<file path="src/rtl/cv32e40x_pma_gate.sv">
// cv32e40x_pma_gate
//
// Sits between the core request port and the bus and applies the PMA checker
// verdict. Legal requests are forwarded combinationally while fewer than
// MAX_OUTSTANDING transactions await a response. A rejected request
// (pma_err_i or pma_block_i) is consumed and never forwarded. The gate then
// waits for every outstanding bus response to drain and returns a single
// error response that is tagged as a PMA error. This keeps responses in
// request order.
//
// Handshake rule: a transfer happens on a rising clk edge where valid and
// ready are both 1. Valid does not wait for ready. Responses have no ready
// signal: a response is taken in the cycle its valid is 1.
//
// Parameters:
//   MAX_OUTSTANDING  bus transactions awaiting a response (1..7)
//   IF_STAGE         1 = instruction fetch instance, 0 = load/store
//
// Optional feature (macro CV32E40X_PMA_GATE_ERR_ADDR_EN):
//   defined   err_addr_o is a register holding the address of the last
//             rejected request
//   undefined err_addr_o is tied to 0 and no capture register exists
//
// Ports:
//   clk                      clock, rising edge
//   rst_n                    asynchronous reset, active HIGH despite its name
//   core_trans_*             core request (valid/ready, addr, we)
//   pma_*_i                  PMA verdict for core_trans_addr_i, same cycle
//   bus_trans_*              bus request (valid/ready, addr, we, attributes)
//   bus_resp_valid_i/err_i   bus response
//   core_resp_*              response to the core (pma_err marks gate errors)
//   err_addr_o               last rejected address (see macro above)
//   err_is_fetch_o           constant IF_STAGE tag
//   dbg_state_o              FSM state: 0 IDLE, 1 DRAIN, 2 ERR_RESP
module cv32e40x_pma_gate #(
  parameter int MAX_OUTSTANDING = 2,
  parameter int IF_STAGE        = 1
) (
  input  logic        clk,
  input  logic        rst_n,
  input  logic        core_trans_valid_i,
  output logic        core_trans_ready_o,
  input  logic [31:0] core_trans_addr_i,
  input  logic        core_trans_we_i,
  input  logic        pma_err_i,
  input  logic        pma_block_i,
  input  logic        pma_bufferable_i,
  input  logic        pma_cacheable_i,
  output logic        bus_trans_valid_o,
  input  logic        bus_trans_ready_i,
  output logic [31:0] bus_trans_addr_o,
  output logic        bus_trans_we_o,
  output logic        bus_trans_bufferable_o,
  output logic        bus_trans_cacheable_o,
  input  logic        bus_resp_valid_i,
  input  logic        bus_resp_err_i,
  output logic        core_resp_valid_o,
  output logic        core_resp_err_o,
  output logic        core_resp_pma_err_o,
  output logic [31:0] err_addr_o,
  output logic        err_is_fetch_o,
  output logic [1:0]  dbg_state_o
);

  localparam int CNT_W = $clog2(MAX_OUTSTANDING + 1);
  localparam logic [CNT_W-1:0] MAX_CNT = CNT_W'(MAX_OUTSTANDING);

  typedef enum logic [1:0] {
    IDLE     = 2'd0,
    DRAIN    = 2'd1,
    ERR_RESP = 2'd2
  } state_e;

  state_e           state_q;
  logic [CNT_W-1:0] cnt_q;
  logic [CNT_W-1:0] cnt_d;
  logic             reject;
  logic             room;
  logic             accept;
  logic             retire;

  assign reject = core_trans_valid_i & (pma_err_i | pma_block_i);
  assign room   = (cnt_q < MAX_CNT);

  // Address and attributes go straight through. Only valid is gated.
  assign bus_trans_addr_o       = core_trans_addr_i;
  assign bus_trans_we_o         = core_trans_we_i;
  assign bus_trans_bufferable_o = pma_bufferable_i;
  assign bus_trans_cacheable_o  = pma_cacheable_i;

  always_comb begin
    bus_trans_valid_o   = 1'b0;
    core_trans_ready_o  = 1'b0;
    core_resp_valid_o   = bus_resp_valid_i;
    core_resp_err_o     = bus_resp_err_i;
    core_resp_pma_err_o = 1'b0;
    case (state_q)
      IDLE: begin
        if (reject) begin
          // Consume the rejected request. Its error response comes later.
          core_trans_ready_o = 1'b1;
        end else begin
          bus_trans_valid_o  = core_trans_valid_i & room;
          core_trans_ready_o = bus_trans_ready_i & room;
        end
      end
      ERR_RESP: begin
        core_resp_valid_o   = 1'b1;
        core_resp_err_o     = 1'b1;
        core_resp_pma_err_o = 1'b1;
      end
      default: ;
    endcase
    // Hold every output quiet while reset is asserted, not only after an edge.
    if (rst_n) begin
      bus_trans_valid_o   = 1'b0;
      core_trans_ready_o  = 1'b0;
      core_resp_valid_o   = 1'b0;
      core_resp_err_o     = 1'b0;
      core_resp_pma_err_o = 1'b0;
    end
  end

  assign accept = bus_trans_valid_o & bus_trans_ready_i;
  // A stray response with nothing outstanding must not wrap the counter.
  assign retire = bus_resp_valid_i & (cnt_q != '0);

  always_comb begin
    cnt_d = cnt_q;
    case ({accept, retire})
      2'b10:   cnt_d = cnt_q + CNT_W'(1);
      2'b01:   cnt_d = cnt_q - CNT_W'(1);
      default: cnt_d = cnt_q;
    endcase
  end

  // The drain decision uses cnt_d, so a response that arrives in the same
  // cycle is already counted.
  always_ff @(posedge clk or posedge rst_n) begin
    if (rst_n) begin
      state_q <= IDLE;
      cnt_q   <= '0;
    end else begin
      cnt_q <= cnt_d;
      case (state_q)
        IDLE:     if (reject) state_q <= (cnt_d == '0) ? ERR_RESP : DRAIN;
        DRAIN:    if (cnt_d == '0) state_q <= ERR_RESP;
        ERR_RESP: state_q <= IDLE;
        default:  state_q <= IDLE;
      endcase
    end
  end

`ifdef CV32E40X_PMA_GATE_ERR_ADDR_EN
  logic [31:0] err_addr_q;

  always_ff @(posedge clk or posedge rst_n) begin
    if (rst_n) begin
      err_addr_q <= '0;
    end else if ((state_q == IDLE) && reject) begin
      err_addr_q <= core_trans_addr_i;
    end
  end

  assign err_addr_o = err_addr_q;
`else
  assign err_addr_o = '0;
`endif

  assign err_is_fetch_o = (IF_STAGE != 0);
  assign dbg_state_o    = state_q;

`ifndef SYNTHESIS
  resp_without_outstanding: assert property (
    @(posedge clk) disable iff (rst_n) !(bus_resp_valid_i && (cnt_q == '0))
  );
`endif

endmodule
</file>
<file path="config.mk">
export PLATFORM = sky130hd
export DESIGN_NAME = cv32e40x_pma_gate
export DESIGN_NICKNAME = d
export VERILOG_FILES = /design/src/rtl/cv32e40x_pma_gate.sv
export SDC_FILE = /design/constraint.sdc
export NUM_CORES = 1
export LEC_CHECK = 0
export ABC_AREA = 1
export BUFFER_PORTS_ARGS = -buffer_cell sky130_fd_sc_hd__buf_4
export CORE_MARGIN = 3
export CORE_UTILIZATION = 27
export DETAILED_ROUTE_END_ITERATION = 10
export GPL_TIMING_DRIVEN = 0
export PLACE_DENSITY_LB_ADDON = 0.2
export SLEW_MARGIN = 20
export SYNTH_ARGS = -nofsm -noshare
export SYNTH_HDL_FRONTEND = slang
export SYNTH_SLANG_ARGS = --single-unit
</file>
<file path="constraint.sdc">
create_clock -name clk -period 1.49 [get_ports clk]
set_input_delay 0.0745 -clock clk [delete_from_list [all_inputs] [get_ports clk]]
set_output_delay 0.0745 -clock clk [all_outputs]
set_load 0.005 [all_outputs]
</file>
; ---- Word level (Yosys, flattened, before mapping)
; Index checks and enable logic that the tools add are counted.
[totals]
reg_bits = 4
input_bits = 43
[op_classes]
n_addsub = 2
n_lt_le_gt_ge = 1
eq_ne = 6
muxes = 17
bitwise_logic = 6
n_reduce_logical = 4
[ops]
columns = cell, n
row1 = 1-bit two-way mux, 12
row2 = 2-bit case mux with 2 select lines, 2
row3 = 2-bit two-way mux, 3
row4 = 1-bit bitwise AND, 5
row5 = 2-bit by 1-bit == test with 1-bit output (second input constant), 2
row6 = 2-bit == test (second input constant), 2
row7 = 2-bit zero test, 2
row8 = 2-bit != test (second input constant), 2
row9 = 2-bit by 1-bit adder with 2-bit output (second input constant), 1
row10 = 2-bit less-than comparator (second input constant), 1
row11 = 2-bit AND reduction, 1
row12 = 2-bit nonzero test, 1
row13 = 2-bit by 1-bit subtractor with 2-bit output (second input constant), 1
row14 = 1-bit bitwise OR, 1

; ---- Logic depth before layout (Yosys ltp)
; Gate-level depths: netlist of the first run.
[depth]
ltp_word = 12
depth_mapped = 12
ltp_nobuf = 12

; ---- Worst setup path after synthesis of the first run
; No wires, ideal clock.
[synth_timing]
kind = reg2reg
from = register state_q[0] (netlist: dbg_state_o[0])
to = register state_q[0] (netlist: dbg_state_o[0])
arrival_ns = 1.400
t_required_ns = 1.377
setup_slack_ns = -0.023
path_stages_with_launch = 8
synth_period_minus_slack_ns = 1.513
path_cell_list = dfrtp_1 -> nor3_2 -> nand3_1 -> ha_1 -> xor2_1 -> nand3_2 -> nand2_1 -> inv_1
[synth_via]
elab_chain_len = 10
elab_cells_between_ends = 15
classes_between = 5 x eq/ne / 6 x mux / 1 x bitwise / 3 x reduce/logical
[synth_rtl]
columns = item, line_no
row1 = "start, declared", 74  ; state_e state_q;
row2 = "start signal, assigned", 146  ; IDLE: if (reject) state_q <= (cnt_d == '0) ? ERR_RESP : DRAIN;
row3 = 2-bit zero test, "97, 145"
row4 = 1-bit two-way mux, 97  ; case (state_q)
row5 = 1-bit two-way mux, 115  ; if (rst_n) begin
row6 = 1-bit bitwise AND, 124  ; assign accept = bus_trans_valid_o & bus_trans_ready_i;
row7 = 2-bit by 1-bit == test with 1-bit output / 2-bit == test (equally long branches), 130  ; case ({accept, retire})
row8 = 2-bit case mux with 2 select lines, 130
row9 = 2-bit zero test, "146, 147"
row10 = 2-bit two-way mux (2 in a row), 146
row11 = 2-bit case mux with 2 select lines, 145  ; case (state_q)
; Several ways; a longest one is shown, not always the timed one. The select of a mux whose other input is x is not followed.
; A chain may end at the register's enable or synchronous reset.

; ---- Worst setup path in the final report of the first run
[layout_timing]
from = register cnt_q[1]
to = register state_q[0] (netlist: dbg_state_o[0])
[layout_via]
elab_chain_len = 12
elab_cells_between_ends = 19
classes_between = 2 x add/sub / 1 x order compare / 3 x eq/ne / 7 x mux / 3 x bitwise / 3 x reduce/logical
[layout_rtl]
columns = item, line_no
row1 = "start, declared", 75  ; logic [CNT_W-1:0] cnt_q;
row2 = "start signal, assigned", 144  ; cnt_q <= cnt_d;
row3 = 2-bit less-than comparator, 83  ; assign room = (cnt_q < MAX_CNT);
row4 = 1-bit bitwise AND, 103  ; bus_trans_valid_o = core_trans_valid_i & room;
row5 = 1-bit two-way mux, 99  ; if (reject) begin
row6 = 1-bit two-way mux, 97
row7 = 1-bit two-way mux, 115
row8 = 1-bit bitwise AND, 124
row9 = 2-bit by 1-bit == test with 1-bit output / 2-bit == test (equally long branches), 130
row10 = 2-bit case mux with 2 select lines (*), 130
row11 = 2-bit zero test (*), "146, 147"
row12 = 2-bit two-way mux (2 in a row), 146
row13 = 2-bit case mux with 2 select lines, 145
; Mark *: on every way between the ends. The rest lies on a longest branch, timed or not. The select of a mux whose other input is x is not followed.

==> results of run 1 <==
[metal layers]
layer | up-vias | GRT usage [%] | share of wire [%]
met4 | 0 | 3.72 | 1.0
met3 | 2 | 3.14 | 19
li1 | 414 | - | -
met5 | - | 0 | 0
met1 | 316 | 8.29 | 27
met2 | 69 | 16.9 | 53
[sequential cells by signal, summed over array words and instances (netlist names)]
name / flops
dbg_state_o: 2
cnt_q: 2
[how the worst min path moves through the flow]
stage | depth (start not counted) | startpoint | endpoint | slack, ns
finish | 2 | core_trans_addr_i[20] | bus_trans_addr_o[20] | 0.31
floorplan | 1 | rst_n | cnt_q[0] | -0.18
detailed placement | 2 | rst_n | dbg_state_o[1] | -0.02
CTS | 3 | rst_n | cnt_q[0] | 0.32
global placement | 2 | rst_n | dbg_state_o[1] | -0.02
global route | 2 | core_trans_addr_i[1] | bus_trans_addr_o[1] | 0.32
[logic make-up (layout without fill, tap and decap cells)]
logic type,after synthesis,after routing,synth area share (%)
xor gates and xnor gates,1,1,1.06
and+or+nand+nor,19,19,13.8
DFF,4,4,12.2
other,2,33,0.912
AOI/OAI and AO/OA,5,5,3.04
buffers and inverters,80,138,67.5
adders and majority gates,1,1,1.52
[critical path, stage by stage (launching register included)]
cell	delay, ns
dfrtp_1	0.40
nor3_2	0.22
nand3_2	0.11
ha_4	0.32
xor2_4	0.16
nand3_2	0.09
nand2_1	0.07
inv_1	0.03
[placed cells by master (no fill, tap or decap), drive strengths merged, types with 2 or more instances in the layout]
| cell | Yosys | final |
|---|---|---|
| buf | 68 | 122 |
| conb | 2 | 33 |
| nand3 | 3 | 3 |
| nand2 | 6 | 6 |
| a21oi | 3 | 3 |
| inv | 12 | 12 |
| nor3 | 2 | 2 |
| clkbuf | 0 | 3 |
| o21ai | 2 | 2 |
| nor2 | 5 | 5 |
| dfrtp | 4 | 4 |
[where the power goes]
group          internal (mW)  switching (mW)  total, mW
Sequential             0.161          0.0610      0.222
Clock                 0.0900          0.0432      0.133
Combinational          0.462           0.338      0.800
Total                  0.713           0.442       1.16
[area by class of cell]
type / count / area [µm²] / share of cell area [%]
plain buffers: 68 / 510 / 34.8
repair buffers: 55 / 419 / 28.6
multi-input cells: 59 / 329 / 22.5
flip-flops and latches: 4 / 100 / 6.83
inverters: 12 / 45.0 / 3.07
well taps: 31 / 38.8 / 2.65
clock buffers: 3 / 22.5 / 1.54
[repair_timing]
| action | in CTS | in global routing |
|---|---|---|
| resized for setup | 5 | 4 |
| hold buffers | 1 | 0 |
| pin swaps | 3 | 7 |
| setup endpoints to repair | 2 | 4 |
| hold endpoints to repair | 4 | 0 |
| setup buffers | 4 | 1 |
==> results.cfg, run 1 <==
[clock_network]
cts_max_path_buffers = 2
cts_sinks = 4
htreeDepth = 1
clk_pin_slew_worst_paths_ns = 0.04
cts_buffers = 3
clock-root-buffer = clkbuf_4
cts_tree = done
clock_latency_ns = 0.23

[route]
remaining_drc_errors = 0
wire_per_inst_um = 8.97
vias = 801
drt_iter0_markers = 5
drt_wl_total_mm = 2.08
routed_via_density = 3.45
antenna_left = 0
drtPass1Iterations = 2

[synthesis]
synth_area_leaders = buf_4 62%, dfrtp_1 12%, inv_1 5.0%, nand3_2 2.4%, a21oi_1 1.8%
yosys.cell_types.count = 20
ys_seq_area_share_pct = 12.2
ys_ff_latch = 4
syn-instance-count = 112
yosys.area.top_type_share_pct = 62.0
yosysMostFrequentCell = buf_4
yosys-top-cells-count = 68 x buf_4, 11 x inv_1, 4 x dfrtp_1, 4 x nand2_1, 4 x nor2_1
synth_async_sr_flop_share_pct = 100
syn_area_um2 = 823
avgSynthCellArea_um2 = 7.35
synth-main-ff-cell = dfrtp_1
yosysWarnings = 0
yosys.area.top_type = buf_4
synth_edf_count = 0

[setup_path]
reg2regPathDepth = 7
timing.rr.start = cnt_q[1]
arrival_ns = 1.65
critPathCaptureType = flip-flop
worstPathRequired_ns = 1.62
r2r_end = dbg_state_o[0]
crit_start = cnt_q[1]
r2r_setup_slack_ns = -0.04
path_class = reg -> reg
crit_fanout = 3
crit_path_start_kind = flip-flop
cp-endpoint = dbg_state_o[0]

[timing]
fin_tns_setup_ns = -0.0353
period_needed_ns = 1.53
maxSlewViolCount = 0
finalCritPeriodShare_pct = 102
fmax_mhz = 656
setup_ws_ns = -0.0353
finClkSkew_ns = 0.00141
finalHoldViolCount = 0
setup_viol = 1
holdWs_ns = 0.315
rsz0062_at_grt = yes

[layout]
drive_gt1_share_pct = 69.7
fin_nets = 247
areaGrowthSynthToFinish_pct = 78.0
stdcell_count = 232
fill_cells = 265
diodes = 0
design_area_mm2 = 0.00147
fin_util_pct = 51.8

[run]
drv_cap = 0

[die]
fp-row-count = 19
core_area_mm2 = 0.00283
initial_core_util_pct = 29.1
chipHeight_um = 61.2
fp.dieW_um = 61.2
design.die.area_mm2 = 0.00375
num_io_pins = 118

[placement]
gp_congestion = 0.757
dp_slack_ns = -0.135
dp_hpwl_mm = 1.85
numPortBuffers = 49
placed_area_mm2 = 0.00135
post-place-cells = 223

[worst_hold_path]
min_path_type = in -> out

[run_status]
outcome = complete, but fails checks
violations = negative setup slack

[pwr]
peakVddDrop_mv = 0.323
p_total_mw = 1.16
cellLeakagePower_nw = 0.915
power_density_mw_per_mm2 = 788

[grt]
grt_first_pass_wirelength_mm = 2.49
overflow = 0
globalRouteTotalUtil_pct = 8.81
antenna_found_initial = 0
grt_max_degree = 6
grt_pass1_vias = 666
(Power assumes the default switching activity.)
==> run 2: changes to the inputs <==
--- a/config.mk
+++ b/config.mk
@@ -12,6 +12,7 @@
 export DETAILED_ROUTE_END_ITERATION = 10
 export GPL_TIMING_DRIVEN = 0
 export PLACE_DENSITY_LB_ADDON = 0.2
+export RECOVER_POWER = 25
 export SLEW_MARGIN = 20
 export SYNTH_ARGS = -nofsm -noshare
 export SYNTH_HDL_FRONTEND = slang
==> results.cfg, run 2 (synthesis results as in run 1) <==
[clock_network]
clk_pin_slew_worst_paths_ns = 0.04
cts_buffers = 3
cts_sinks = 4
clock-root-buffer = clkbuf_4
cts_max_path_buffers = 2
htreeDepth = 1
cts_tree = done
clock_latency_ns = 0.23

[timing]
setup_viol = 1
maxSlewViolCount = 0
fmax_mhz = 656
rsz0062_at_grt = yes
holdWs_ns = 0.315
finClkSkew_ns = 0.00142
finalHoldViolCount = 0
period_needed_ns = 1.53
finalCritPeriodShare_pct = 102
setup_ws_ns = -0.0353

[placement]
dp_hpwl_mm = 1.85
dp_slack_ns = -0.135
numPortBuffers = 49
placed_area_mm2 = 0.00135
post-place-cells = 223
gp_congestion = 0.757

[route]
drt_iter0_markers = 4
remaining_drc_errors = 0
drtPass1Iterations = 2
wire_per_inst_um = 8.91
routed_via_density = 3.45
vias = 801
drt_wl_total_mm = 2.07
antenna_left = 0

[setup_path]
crit_fanout = 3
critPathCaptureType = flip-flop
crit_path_start_kind = flip-flop
path_class = reg -> reg
worstPathRequired_ns = 1.62
arrival_ns = 1.65

[die]
chipHeight_um = 61.2
design.die.area_mm2 = 0.00375
initial_core_util_pct = 29.1
num_io_pins = 118
core_area_mm2 = 0.00283
fp.dieW_um = 61.2
fp-row-count = 19

[layout]
design_area_mm2 = 0.00147
most-common-layout-cells = 110 x buf_4, 33 x conb_1, 14 x clkbuf_4
stdcell_count = 232
diodes = 0
fin_nets = 247
areaGrowthSynthToFinish_pct = 78.0
layout_commonest_cell = buf_4
drive_gt1_share_pct = 69.7

[worst_hold_path]
min_path_type = in -> out

[grt]
grt_first_pass_wirelength_mm = 2.49
antenna_found_initial = 0
grt_pass1_vias = 666
grt_max_degree = 6
globalRouteTotalUtil_pct = 8.81
overflow = 0

[pwr]
cellLeakagePower_nw = 0.912
power_density_mw_per_mm2 = 787
peakVddDrop_mv = 0.322
p_total_mw = 1.15

[run_status]
outcome = complete, but fails checks
violations = negative setup slack

[run]
drv_cap = 0
## run 2: metrics by stage
step	utilization, %	setup TNS (ns)
floorplan	-	0
global placement	47.6	-0.105
detailed placement	47.6	-0.207
CTS	50.7	-0.0650
global route	51.8	-0.333
finish	51.8	-0.0353
## run 2: area by class of cell
type	instances	area [µm²]
clock buffers	3	22.5
plain buffers	68	510
fillers	265	1360
inverters	12	45.0
multi-input cells	59	329
repair buffers	55	419
flip-flops and latches	4	100
well taps	31	38.8
## run 2: worst max-delay path, stage by stage, from the launching register on
cell and delay, ns:
dfrtp_1 0.40, nor3_2 0.22, nand3_2 0.11, ha_4 0.32
xor2_4 0.16, nand3_2 0.09, nand2_1 0.07, inv_1 0.03
## run 2: worst paths after layout
path | start | to | slack, ns | cells past startpoint
min in group asynchronous | rst_n | cnt_q[0] | 0.32 | 3
setup / recovery | cnt_q[1] | dbg_state_o[0] | -0.04 | 7
setup reg to reg | cnt_q[1] | dbg_state_o[0] | -0.04 | 7
hold reg to reg | dbg_state_o[0] | dbg_state_o[1] | 0.65 | 2
hold / removal | core_trans_addr_i[20] | bus_trans_addr_o[20] | 0.31 | 2
max in group asynchronous | rst_n | dbg_state_o[1] | 1.05 | 3
## run 2: metal layers
layer  track usage [%]  routed length, µm  vias up  part of all wire (%)
met2              16.9               1100       69                    53
li1                  -                  -      414                     -
met1              8.29                566      316                    27
met3              3.14                379        2                    18
met4              3.72                 21        0                   1.0
met5                 0                  0        -                     0
## run 2: timing repair
action	CTS	global route
resized for setup	5	4
setup endpoints to repair	2	4
buffers inserted	4	1
hold buffers	1	0
pin swaps	3	7
endpoints found under the hold margin	4	0
## run 2: power by group
group | leakage (nW) | switching (mW) | internal (mW)
Combinational | 0.849 | 0.337 | 0.461
Clock | 0.0138 | 0.0432 | 0.0900
Sequential | 0.0496 | 0.0610 | 0.161
Total | 0.912 | 0.442 | 0.712
==> run 3: changes to the inputs <==
--- a/config.mk
+++ b/config.mk
@@ -5,7 +5,6 @@
 export SDC_FILE = /design/constraint.sdc
 export NUM_CORES = 1
 export LEC_CHECK = 0
-export ABC_AREA = 1
 export BUFFER_PORTS_ARGS = -buffer_cell sky130_fd_sc_hd__buf_4
 export CORE_MARGIN = 3
 export CORE_UTILIZATION = 27
==> results.cfg, run 3 <==
[synthesis]
ys_ff_latch = 4
yosys.area.top_type_share_pct = 63.8
yosysMostFrequentCell = buf_4
syn-instance-count = 99
yosysWarnings = 0
yosys.area.top_type = buf_4
ys_seq_area_share_pct = 12.5
synth_edf_count = 0
syn_area_um2 = 800
avgSynthCellArea_um2 = 8.08
yosys.cell_types.count = 19
yosys-top-cells-count = 68 x buf_4, 4 x dfrtp_1, 4 x nor2_1
synth-main-ff-cell = dfrtp_1
synth_area_leaders = buf_4 64%, dfrtp_1 13%, xnor2_1 3.3%, nor4_4 2.7%, nor2b_1 2.3%
synth_async_sr_flop_share_pct = 100

[setup_path]
cp.buffers_inverters = 0
worst_path_most_repeated_cell = nor2b_2
arrival_ns = 2.06
crit_path_cell_trace = or3_4 -> nor4_4 -> nand2_1 -> ha_4 -> nor2b_2 -> a22oi_2 -> nor2b_2
crit_fanout = 4
critPathCaptureType = flip-flop
crit_family = simple AND/OR/NAND/NOR gates
critPathMaxStageDelay_ns = 0.39
path_class = reg -> reg
crit_path_start_kind = flip-flop
crit_slowest_cell = or3_4
worstPathRequired_ns = 1.65

[grt]
grt-busiest-layer = met2
grt_first_pass_wirelength_mm = 2.34
grt_pass1_vias = 564
overflow = 0
grt_max_degree = 7
globalRouteTotalUtil_pct = 8.55
use_met1_pct = 8.07
met2_usage_pct = 15.4
antenna_found_initial = 0
use_met3_pct = 4.47

[layout]
multi_input_area_um2 = 320
seq_area_um2 = 100
most-common-layout-cells = 111 x buf_4, 33 x conb_1, 13 x clkbuf_4
drive_gt1_share_pct = 69.8
design_area_mm2 = 0.00143
areaGrowthSynthToFinish_pct = 78.9
fin_nets = 235
fill_cells = 279
layout_commonest_cell = buf_4
diodes = 0

[route]
wire_per_inst_um = 8.87
vias = 762
routed_via_density = 3.46
antenna_left = 0
remaining_drc_errors = 0
drt_wl_total_mm = 1.95
drtPass1Iterations = 4
drt_iter0_markers = 13

[timing]
setup_ws_ns = -0.403
rsz0062_at_grt = yes
period_needed_ns = 1.89
finalCritPeriodShare_pct = 127
finalHoldViolCount = 0
maxSlewViolCount = 0
fin_tns_setup_ns = -1.47
setup_viol = 5
finClkSkew_ns = 0.000505
fmax_mhz = 528

[die]
core_area_mm2 = 0.00278
num_io_pins = 118
initial_core_util_pct = 28.7
design.die.area_mm2 = 0.00365
fp.dieW_um = 60.4
fp-row-count = 19
chipHeight_um = 60.4

[pwr]
cellLeakagePower_nw = 0.871
power_density_mw_per_mm2 = 786
peakVddDrop_mv = 0.534
p_total_mw = 1.12

[clock_network]
clock_latency_ns = 0.23
cts_max_path_buffers = 2
cts_buffers = 3
clk_pin_slew_worst_paths_ns = 0.04
htreeDepth = 1
cts_tree = done
clock-root-buffer = clkbuf_4
cts_sinks = 4

[run]
drv_cap = 0

[placement]
numPortBuffers = 49
placed_area_mm2 = 0.00134
gp_congestion = 0.722
dp_slack_ns = -0.480
dp_hpwl_mm = 1.67

[run_status]
outcome = complete, but fails checks
violations = negative setup slack

[worst_hold_path]
min_path_type = in -> out
## run 3: changes by cell type after synthesis, sizes merged, moves of 3 or more
cell and change:
inv -10, nand2 -5, nand3 -3, nor2b +3
xnor2 +3
## run 3: metal layers
layer | up-vias | wire length, µm
met2 | 72 | 1040
li1 | 386 | -
met1 | 304 | 470
met5 | - | 0
met4 | 0 | 0
met3 | 0 | 440
## run 3: worst reg2reg max path: cells and delay by family, from the launching register on
kind	cells	cell delay (ns)
fa+ha+maj	1	0.31
flops	1	0.38
simple gates	5	0.97
compound gates	1	0.18
## run 3: cells by family after synthesis
family / count (synthesis) / share of synthesized area [%]
buffers and inverters: 70 / 64.8
AND/OR/NAND/NOR: 12 / 10.5
AO/OA/AOI/OAI: 6 / 5.32
XOR/XNOR: 4 / 4.38
flip-flops: 4 / 12.5
other: 2 / 0.939
adder cells (fa/ha/maj): 1 / 1.56
## run 3: final timing paths
path	startpoint	endpoint	slack (ns)	cells after the start
max	dbg_state_o[1]	dbg_state_o[0]	-0.40	7
min	core_trans_addr_i[8]	bus_trans_addr_o[8]	0.31	2
max reg2reg	dbg_state_o[1]	dbg_state_o[0]	-0.40	7
min reg2reg	cnt_q[0]	cnt_q[0]	0.54	1
max in group asynchronous	rst_n	cnt_q[1]	1.00	3
min in group asynchronous	rst_n	dbg_state_o[1]	0.32	3
## run 3: stage by stage
step / util [%] / hold slack (ns) / std cells
finish: 51.4 / 0.314 / 220
detailed placement: 48.0 / 0.00721 / 210
global route: 51.4 / 0.323 / 220
CTS: 50.7 / 0.304 / 218
global placement: 48.0 / 0.00155 / 210
floorplan: - / -0.143 / 130
## run 3: report_power, final
| group | internal (mW) | switching [mW] | total (mW) |
|---|---|---|---|
| logic | 0.488 | 0.288 | 0.776 |
| registers | 0.168 | 0.0509 | 0.219 |
| clock network | 0.0898 | 0.0399 | 0.130 |
| total | 0.746 | 0.378 | 1.12 |
## run 3: layout make-up
cell class              count  area share [%]
clock buffers               3            1.57
plain buffers              68            35.7
multi-input cells          56            22.4
inverters                   2           0.525
flip-flops and latches      4            7.00
well taps                  31            2.71
repair buffers             56            30.1
## run 3: repair_timing
item | CTS | global route
resized for setup | 3 | 2
gates cloned | 0 | 0
hold endpoints to repair | 4 | 0
setup buffers | 4 | 2
hold buffers | 1 | 0
endpoints found under the setup margin | 5 | 8
pin swaps | 5 | 5
